==> src/rtl/fft_bitrev_reorder.sv <==
// Reorders bit-reversed FFT output frames into natural bin order.
// Frames are written into one bank of a ping-pong buffer while the other bank is replayed.
module fft_bitrev_reorder #(
    parameter int DATA_W = 16,
    parameter int LOG2N  = 2
) (
    input  logic                     clk,
    input  logic                     rst,
    input  logic                     in_valid,
    input  logic                     in_sof,
    input  logic signed [DATA_W-1:0] in_r,
    input  logic signed [DATA_W-1:0] in_i,
    output logic                     out_valid,
    output logic                     out_sof,
    output logic signed [DATA_W-1:0] out_r,
    output logic signed [DATA_W-1:0] out_i,
    output logic                     frame_err
);

    localparam int N = 1 << LOG2N;

    typedef logic [LOG2N-1:0] cnt_t;

    function automatic cnt_t bitrev(input cnt_t k);
        cnt_t r;
        for (int b = 0; b < LOG2N; b++) begin
            r[b] = k[LOG2N-1-b];
        end
        return r;
    endfunction

    logic [2*DATA_W-1:0] mem_q [2][N];

    cnt_t wr_cnt_q, wr_cnt_d, rd_cnt_q, rd_cnt_d;
    cnt_t wr_eff, wr_addr;
    logic wr_bank_q, wr_bank_d;
    logic rd_bank_q, rd_bank_d;
    logic rd_active_q, rd_active_d;
    logic frame_done;
    logic out_valid_q, out_valid_d;
    logic out_sof_q, out_sof_d;
    logic frame_err_q, frame_err_d;
    logic signed [DATA_W-1:0] out_r_q, out_r_d;
    logic signed [DATA_W-1:0] out_i_q, out_i_d;

    always_comb begin
        // A start-of-frame restarts the slot count, discarding any partial frame.
        wr_eff      = (in_valid && in_sof) ? '0 : wr_cnt_q;
        wr_addr     = bitrev(wr_eff);
        frame_done  = in_valid && (&wr_eff);
        frame_err_d = in_valid && in_sof && (wr_cnt_q != '0);
        wr_cnt_d    = wr_cnt_q;
        wr_bank_d   = wr_bank_q;
        if (in_valid) begin
            wr_cnt_d = wr_eff + cnt_t'(1);
            if (frame_done) begin
                wr_bank_d = ~wr_bank_q;
            end
        end

        rd_active_d = rd_active_q;
        rd_bank_d   = rd_bank_q;
        rd_cnt_d    = rd_cnt_q;
        out_valid_d = 1'b0;
        out_sof_d   = 1'b0;
        out_r_d     = out_r_q;
        out_i_d     = out_i_q;
        if (rd_active_q) begin
            {out_r_d, out_i_d} = mem_q[rd_bank_q][rd_cnt_q];
            out_valid_d        = 1'b1;
            out_sof_d          = (rd_cnt_q == '0);
            rd_cnt_d           = rd_cnt_q + cnt_t'(1);
            if (&rd_cnt_q) begin
                rd_active_d = 1'b0;
            end
        end
        // A newly completed frame takes over the reader with no bubble.
        if (frame_done) begin
            rd_active_d = 1'b1;
            rd_bank_d   = wr_bank_q;
            rd_cnt_d    = '0;
        end
    end

    always_ff @(posedge clk) begin
        if (in_valid) begin
            mem_q[wr_bank_q][wr_addr] <= {in_r, in_i};
        end
    end

    always_ff @(posedge clk or posedge rst) begin
        if (rst) begin
            wr_cnt_q    <= '0;
            wr_bank_q   <= 1'b0;
            rd_cnt_q    <= '0;
            rd_bank_q   <= 1'b0;
            rd_active_q <= 1'b0;
            out_valid_q <= 1'b0;
            out_sof_q   <= 1'b0;
            frame_err_q <= 1'b0;
            out_r_q     <= '0;
            out_i_q     <= '0;
        end else begin
            wr_cnt_q    <= wr_cnt_d;
            wr_bank_q   <= wr_bank_d;
            rd_cnt_q    <= rd_cnt_d;
            rd_bank_q   <= rd_bank_d;
            rd_active_q <= rd_active_d;
            out_valid_q <= out_valid_d;
            out_sof_q   <= out_sof_d;
            frame_err_q <= frame_err_d;
            out_r_q     <= out_r_d;
            out_i_q     <= out_i_d;
        end
    end

    assign out_valid = out_valid_q;
    assign out_sof   = out_sof_q;
    assign frame_err = frame_err_q;
    assign out_r     = out_r_q;
    assign out_i     = out_i_q;

endmodule
==> config.mk <==
export PLATFORM = sky130hd
export DESIGN_NAME = fft_bitrev_reorder
export DESIGN_NICKNAME = d
export VERILOG_FILES = /design/src/rtl/fft_bitrev_reorder.sv
export SDC_FILE = /design/constraint.sdc
export NUM_CORES = 1
export LEC_CHECK = 0
export ABC_AREA = 1
export ABC_CLOCK_PERIOD_IN_PS = 3000
export CORE_MARGIN = 2
export CORE_UTILIZATION = 43
export CTS_CLUSTER_DIAMETER = 80
export CTS_CLUSTER_SIZE = 12
export DETAILED_ROUTE_END_ITERATION = 10
export HOLD_SLACK_MARGIN = 0.1
export MAX_ROUTING_LAYER = met4
export PLACE_DENSITY = 0.67
export SLEW_MARGIN = 20
export SYNTH_ARGS = -nofsm -noshare
export SYNTH_HDL_FRONTEND = slang
export SYNTH_SLANG_ARGS = --single-unit
==> constraint.sdc <==
create_clock -name clk -period 3 [get_ports clk]
set_clock_uncertainty 0.15 [all_clocks]
set_input_delay 0.3 -clock clk [delete_from_list [all_inputs] [get_ports clk]]
set_output_delay 0.3 -clock clk [all_outputs]
set_load 0.05 [all_outputs]
==> flow_summary.json, run 1 <==
{
  "status": "finished, final reports clean",
  "antenna_found_initial": 1,
  "ctsHtreeMaxLevel": 1,
  "synth_edf_count": 256,
  "numPortBuffers": 70,
  "cts_inserted_buffers": 28,
  "critPathBufInv": 1,
  "cts_root_buf": "clkbuf_16",
  "drive_gt1_frac": 0.0508,
  "hold_path_class": "in -> reg",
  "synth.top_cell.area_share": 0.622,
  "finalSetupViolCount": 0,
  "slew_viol_final": 0,
  "vias": 7851,
  "hpwlAfterDp_mm": 14.5,
  "whs_ns": 0.208,
  "async_flop_share": 0.141,
  "synthesis.nets": 1209,
  "ir_worst_vdd_mv": 0.541,
  "yosys.area_share.simple": 0.202,
  "p_per_area_nw_per_um2": 938,
  "via_per_inst": 4.77,
  "cp_max_fo": 2,
  "place_area_um2": 13600,
  "grt_max_degree": 115,
  "startpoint_type": "flop",
  "drc": 0,
  "clockBufferDepth": 3,
  "synth_cells": 1171,
  "synth_compound_area_frac": 0.00284,
  "fin_area_um2": 14400,
  "routed_wl_mm": 25.8,
  "worstPathCellList": "clkdlybuf4s50_1",
  "max_freq_ghz": 0.460,
  "grt_usage": 0.178,
  "die_area_um2": 30100,
  "insertion_delay_ns": 0.54,
  "routedWlPerCell_um": 15.7,
  "yosysWarnings": 0,
  "dieHeight_um": 174,
  "synth_area_um2": 12400,
  "finalWeightedCongestion": 0.730,
  "start_util": 0.434,
  "cts_sinks": 298,
  "slowest_delay_ns": 0.81,
  "dr.pass1.iters": 5,
  "cap_violations": 0,
  "cp_slowest_cell": "clkdlybuf4s50_1",
  "ant_nets": 0,
  "crit_required_ns": 2.55,
  "grt_overflow": 0,
  "ys_seq_elements": 298,
  "fin_tns_setup_ns": 0,
  "finalHoldViolCount": 0,
  "synth_adder_area_share": 0.00203,
  "rsz0062_at_grt": "no",
  "cts_tree": "done",
  "yosysSeqAreaShare": 0.707,
  "fin_crit_ns": 2.17,
  "yosys-top-cells-count": "397 x nand2_1, 256 x edfxtp_1, 205 x inv_1",
  "cts_resized": 0,
  "worstSetupEndpointType": "output pin",
  "synth_mux_area_frac": 0,
  "area_growth_pct": 16.7,
  "pin_count": 71,
  "grt_pass1_wl_mm": 41.2,
  "synthTopCellsByArea": "edfxtp_1 62%, nand2_1 12%, dfrtp_1 8.5%, nand3_1 7.8%, inv_1 6.2%",
  "crit_family": "buffers and inverters",
  "nets": 1276,
  "coreArea_um2": 28500,
  "yosysUniqueCellTypes": 16,
  "synth_ff_type": "edfxtp_1",
  "synth.avg_cell_area_um2": 10.6,
  "relSlewSlack": 0.435,
  "synth_most_common_cell": "nand2_1",
  "clkTransAtPathRegs_ns": 0.06,
  "worstMarginPinSlew_ns": 0.848,
  "first_global_vias": 7568,
  "first_iter_violations": 736,
  "p_total_w": 0.0135,
  "criticalPathCategory": "reg -> out",
  "die_w_um": 174,
  "placementRows": 62,
  "yosysTopAreaCell": "edfxtp_1",
  "fillerInstances": 2437,
  "p_leak_nw": 6.18,
  "crit_arrival_ns": 1.72,
  "synth_top_family_by_area": "simple AND/OR/NAND/NOR gates",
  "synth_xor_area_frac": 0.000709,
  "timing.final.crit_share": 0.724
}
==> per-stage QoR <==
| stage | setup slack (ns) | instances | util |
|---|---|---|---|
| after floorplan | 0.237 | 1171 | - |
| after global routing | 0.781 | 1645 | 0.506 |
| final | 0.828 | 1645 | 0.506 |
| after detailed placement | 0.558 | 1591 | 0.477 |
| after global placement | 0.547 | 1591 | 0.477 |
| after CTS | 0.800 | 1644 | 0.506 |
==> report_power, final <==
part           leakage (nW)  internal [W]  switching, W
Clock                 0.385       0.00180       0.00141
Sequential             2.83       0.00511      0.000255
Combinational          2.96       0.00149       0.00346
==> cell usage in the layout, fill, tap and decap left out, drive strengths merged <==
master / instances
nor2: 9
nand2: 397
inv: 205
o21ai: 5
buf: 22
xor2: 1
dlygate4sd3: 1
clkinv: 3
diode: 1
clkdlybuf4s50: 70
a21oi: 2
nand3: 193
clkbuf: 52
dfrtp: 42
ha: 2
edfxtp: 256
==> registers in the layout, indices dropped and copies added (netlist names) <==
| name | flops |
|---|---|
| mem_q | 256 |
| out_i | 16 |
| out_r | 16 |
| rd_cnt_q | 2 |
| wr_cnt_q | 2 |
| frame_err | 1 |
| out_sof | 1 |
| out_valid | 1 |
| rd_active_q | 1 |
| rd_bank_q | 1 |
| wr_bank_q | 1 |
==> what timing repair did <==
item                                   CTS  global route
endpoints found under the hold margin   26             0
hold buffers                             1             0
setup buffers                            0             0
==> metal layers <==
metal	wire length [µm]	global-route usage
met5	0	-
met1	11600	0.240
met4	433	0.0459
met3	1480	0.0274
met2	12300	0.284
==> cell type report <==
| type | instances | area [µm²] | area share |
|---|---|---|---|
| clock buffer | 52 | 812 | 0.0563 |
| antenna | 1 | 2.50 | 0.000174 |
| tap | 384 | 480 | 0.0333 |
| timing repair buffer | 93 | 976 | 0.0677 |
| multi-input combinational | 609 | 2620 | 0.182 |
| sequential | 298 | 8740 | 0.607 |
| inverter | 208 | 782 | 0.0542 |
==> path summary, 6_finish.rpt <==
path,from,end,slack [ns],cells past startpoint
worst max-delay path,out_i[3]$_DFFE_PP0P_,out_i[3],0.83,1
worst min-delay path,in_sof,frame_err$_DFF_PP0_,0.21,3
worst max register to register,wr_bank_q$_DFFE_PP0P_,mem_q[1][83]$_DFFE_PP_,0.96,3
worst min register to register,out_r[15]$_DFFE_PP0P_,out_r[15]$_DFFE_PP0P_,0.33,2
max in group asynchronous,rst,out_i[6]$_DFFE_PP0P_,1.44,4
min in group asynchronous,rst,frame_err$_DFF_PP0_,0.59,3
==> cell families (layout without fill, tap and decap cells) <==
logic type / count (synthesis) / count (layout)
compound gates: 7 / 7
xor+xnor: 1 / 1
fa+ha+maj: 2 / 2
buf+inv: 264 / 353
flops: 298 / 298
other cells: 0 / 1
simple gates: 599 / 599
Power figures use the tool's default switching activity.
==> inputs of run 2 (changes only) <==
- ABC_CLOCK_PERIOD_IN_PS: 3000 -> 1900
- PLACE_DENSITY: 0.67 -> 0.69
- clock period: 3 -> 1.9 ns (I/O delays scaled with it)
==> flow_summary.json, run 2 (same netlist as run 1, synthesis figures left out) <==
{
  "status": "finished, final reports clean",
  "dp_slack_ns": -0.169,
  "worstSetupEndpointType": "flop",
  "switching_share": 0.382,
  "grt_overflow": 0,
  "fin_area_um2": 14700,
  "start_util": 0.434,
  "fin_cells": 1666,
  "reg2reg_depth": 7,
  "cts_tree": "done",
  "startpoint_type": "input port",
  "dr.pass1.iters": 5,
  "p_comb_frac": 0.373,
  "p_per_area_nw_per_um2": 1480,
  "regMostFlops": "mem_q",
  "cts_inserted_buffers": 29,
  "finalSetupViolCount": 0,
  "antenna_found_initial": 0,
  "pin_count": 71,
  "grt_pass1_wl_mm": 44.7,
  "worstMarginPinSlew_ns": 0.523,
  "clockBufferDepth": 3,
  "drc": 0,
  "antennaDiodeCount": 0,
  "grt_usage": 0.194,
  "die_w_um": 174,
  "hold_path_end": "frame_err$_DFF_PP0_",
  "first_iter_violations": 715,
  "finalWorstSetupSlack_ns": 0.0340,
  "fin_crit_ns": 1.87,
  "numPortBuffers": 70,
  "die_area_um2": 30100,
  "whs_ns": 0.258,
  "finalWeightedCongestion": 0.778,
  "p_total_w": 0.0218,
  "max_freq_ghz": 0.536,
  "hold_path_class": "in -> reg",
  "largest_reg_flops": 256,
  "p_sw_w": 0.00833,
  "ant_nets": 0,
  "criticalPathCategory": "in -> reg",
  "placedCellCount": 1613,
  "reg2reg_to": "mem_q[1][95]$_DFFE_PP_",
  "cts_root_buf": "clkbuf_16",
  "rsz0062_at_grt": "yes",
  "rrSetupSlack_ns": 0.09,
  "vias": 8203,
  "crit_required_ns": 1.98,
  "relSlewSlack": 0.651,
  "clockPowerShare": 0.243,
  "insertion_delay_ns": 0.53,
  "hp-start": "in_valid",
  "place_area_um2": 13900,
  "cts_sinks": 298,
  "ctsHtreeMaxLevel": 1,
  "holdPathStages": 4,
  "placementRows": 62,
  "finalHoldViolCount": 0,
  "timing.final.crit_share": 0.982,
  "p_int_w": 0.0135,
  "layout_commonest_cell": "nand2_1",
  "area_growth_pct": 19.0,
  "p_leak_nw": 6.41,
  "coreArea_um2": 28500,
  "post-cts-setup-buffer-count": 0,
  "cp_max_fo": 11,
  "routedWlPerCell_um": 16.6,
  "final_cell_mix": "395 x nand2_1, 256 x edfxtp_1, 203 x inv_1",
  "seqPwrFrac": 0.384,
  "drive_gt1_frac": 0.0827,
  "slew_viol_final": 0,
  "via_per_inst": 4.92,
  "first_global_vias": 8122,
  "grt_max_degree": 70,
  "nets": 1300,
  "cap_violations": 0,
  "dieHeight_um": 174,
  "clkTransAtPathRegs_ns": 0.06,
  "routed_wl_mm": 27.7,
  "r2r-start": "wr_cnt_q[0]$_DFFE_PP0P_",
  "ir_worst_vdd_mv": 0.790,
  "crit_arrival_ns": 1.95,
  "hpwlAfterDp_mm": 16.7
}
[run 2: cell count changes in the layout (fill, tap and decap cells not counted), sizes merged, moves of 3 or more]
cell / change
clkbuf: -3
buf: +38
clkdlybuf4s50: -35
dlygate4sd2: +19
[run 2: through the flow]
stage	TNS (ns)	util
final	0	0.516
after global routing	-0.538	0.516
after CTS	0	0.516
after detailed placement	-27.85	0.487
after global placement	-31.52	0.487
after floorplan	-30.38	-
[run 2: layer usage]
layer | vias up | wire length [µm] | GRT usage
met5 | - | 0 | -
met4 | 0 | 439 | 0.0441
met3 | 35 | 1650 | 0.0252
met1 | 3968 | 12100 | 0.263
li1 | 3934 | - | -
met2 | 266 | 13500 | 0.313
[run 2: power groups by stage]
stage	Sequential [W]	Combinational [W]	Clock, W
after floorplan	0.00976	0.00422	0
after global placement	0.00851	0.00820	0
after detailed placement	0.00852	0.00832	0
after CTS	0.00839	0.00822	0.00540
after global routing	0.00848	0.00897	0.00569
final	0.00838	0.00813	0.00530
[run 2: what timing repair did]
action                                  in CTS  in global routing
hold buffers                                 2                  0
endpoints found under the hold margin       43                  0
gates cloned                                 0                  0
resized for setup                           19                  2
pin swaps                                    0                  1
endpoints found under the setup margin      19                 49
[run 2: worst max-delay path, cell delays in order]
cell             delay (ns)
clkdlybuf4s50_1        0.42
dlygate4sd3_1          0.56
nand2_1                0.10
nand2_1                0.09
inv_1                  0.10
nand2_2                0.11
nor2_4                 0.15
buf_4                  0.23
[run 2: area by class of cell]
cell class                      instances  area (µm²)
Multi-Input combinational cell        609        2620
Clock buffer                           49         801
Sequential cell                       298        8740
Fill cell                            2539       13800
Inverter                              208         782
Timing Repair Buffer                  116        1220
Clock inverter                          2        41.3
Tap cell                              384         480
[run 2: worst max path at each step]
| stage | from | slack [ns] | to | cells past startpoint |
|---|---|---|---|---|
| 2_1_floorplan | wr_cnt_q[0]$_DFFE_PP0P_ | -0.23 | mem_q[0][32]$_DFFE_PP_ | 6 |
| 3_3_place_gp | in_sof | -0.17 | mem_q[1][89]$_DFFE_PP_ | 7 |
| 3_5_place_dp | in_valid | -0.17 | mem_q[1][91]$_DFFE_PP_ | 7 |
| 4_1_cts | in_sof | 0.04 | mem_q[1][91]$_DFFE_PP_ | 8 |
| 5_1_grt | wr_cnt_q[0]$_DFFE_PP0P_ | -0.02 | mem_q[1][88]$_DFFE_PP_ | 7 |
| 6_report | in_sof | 0.03 | mem_q[1][95]$_DFFE_PP_ | 8 |
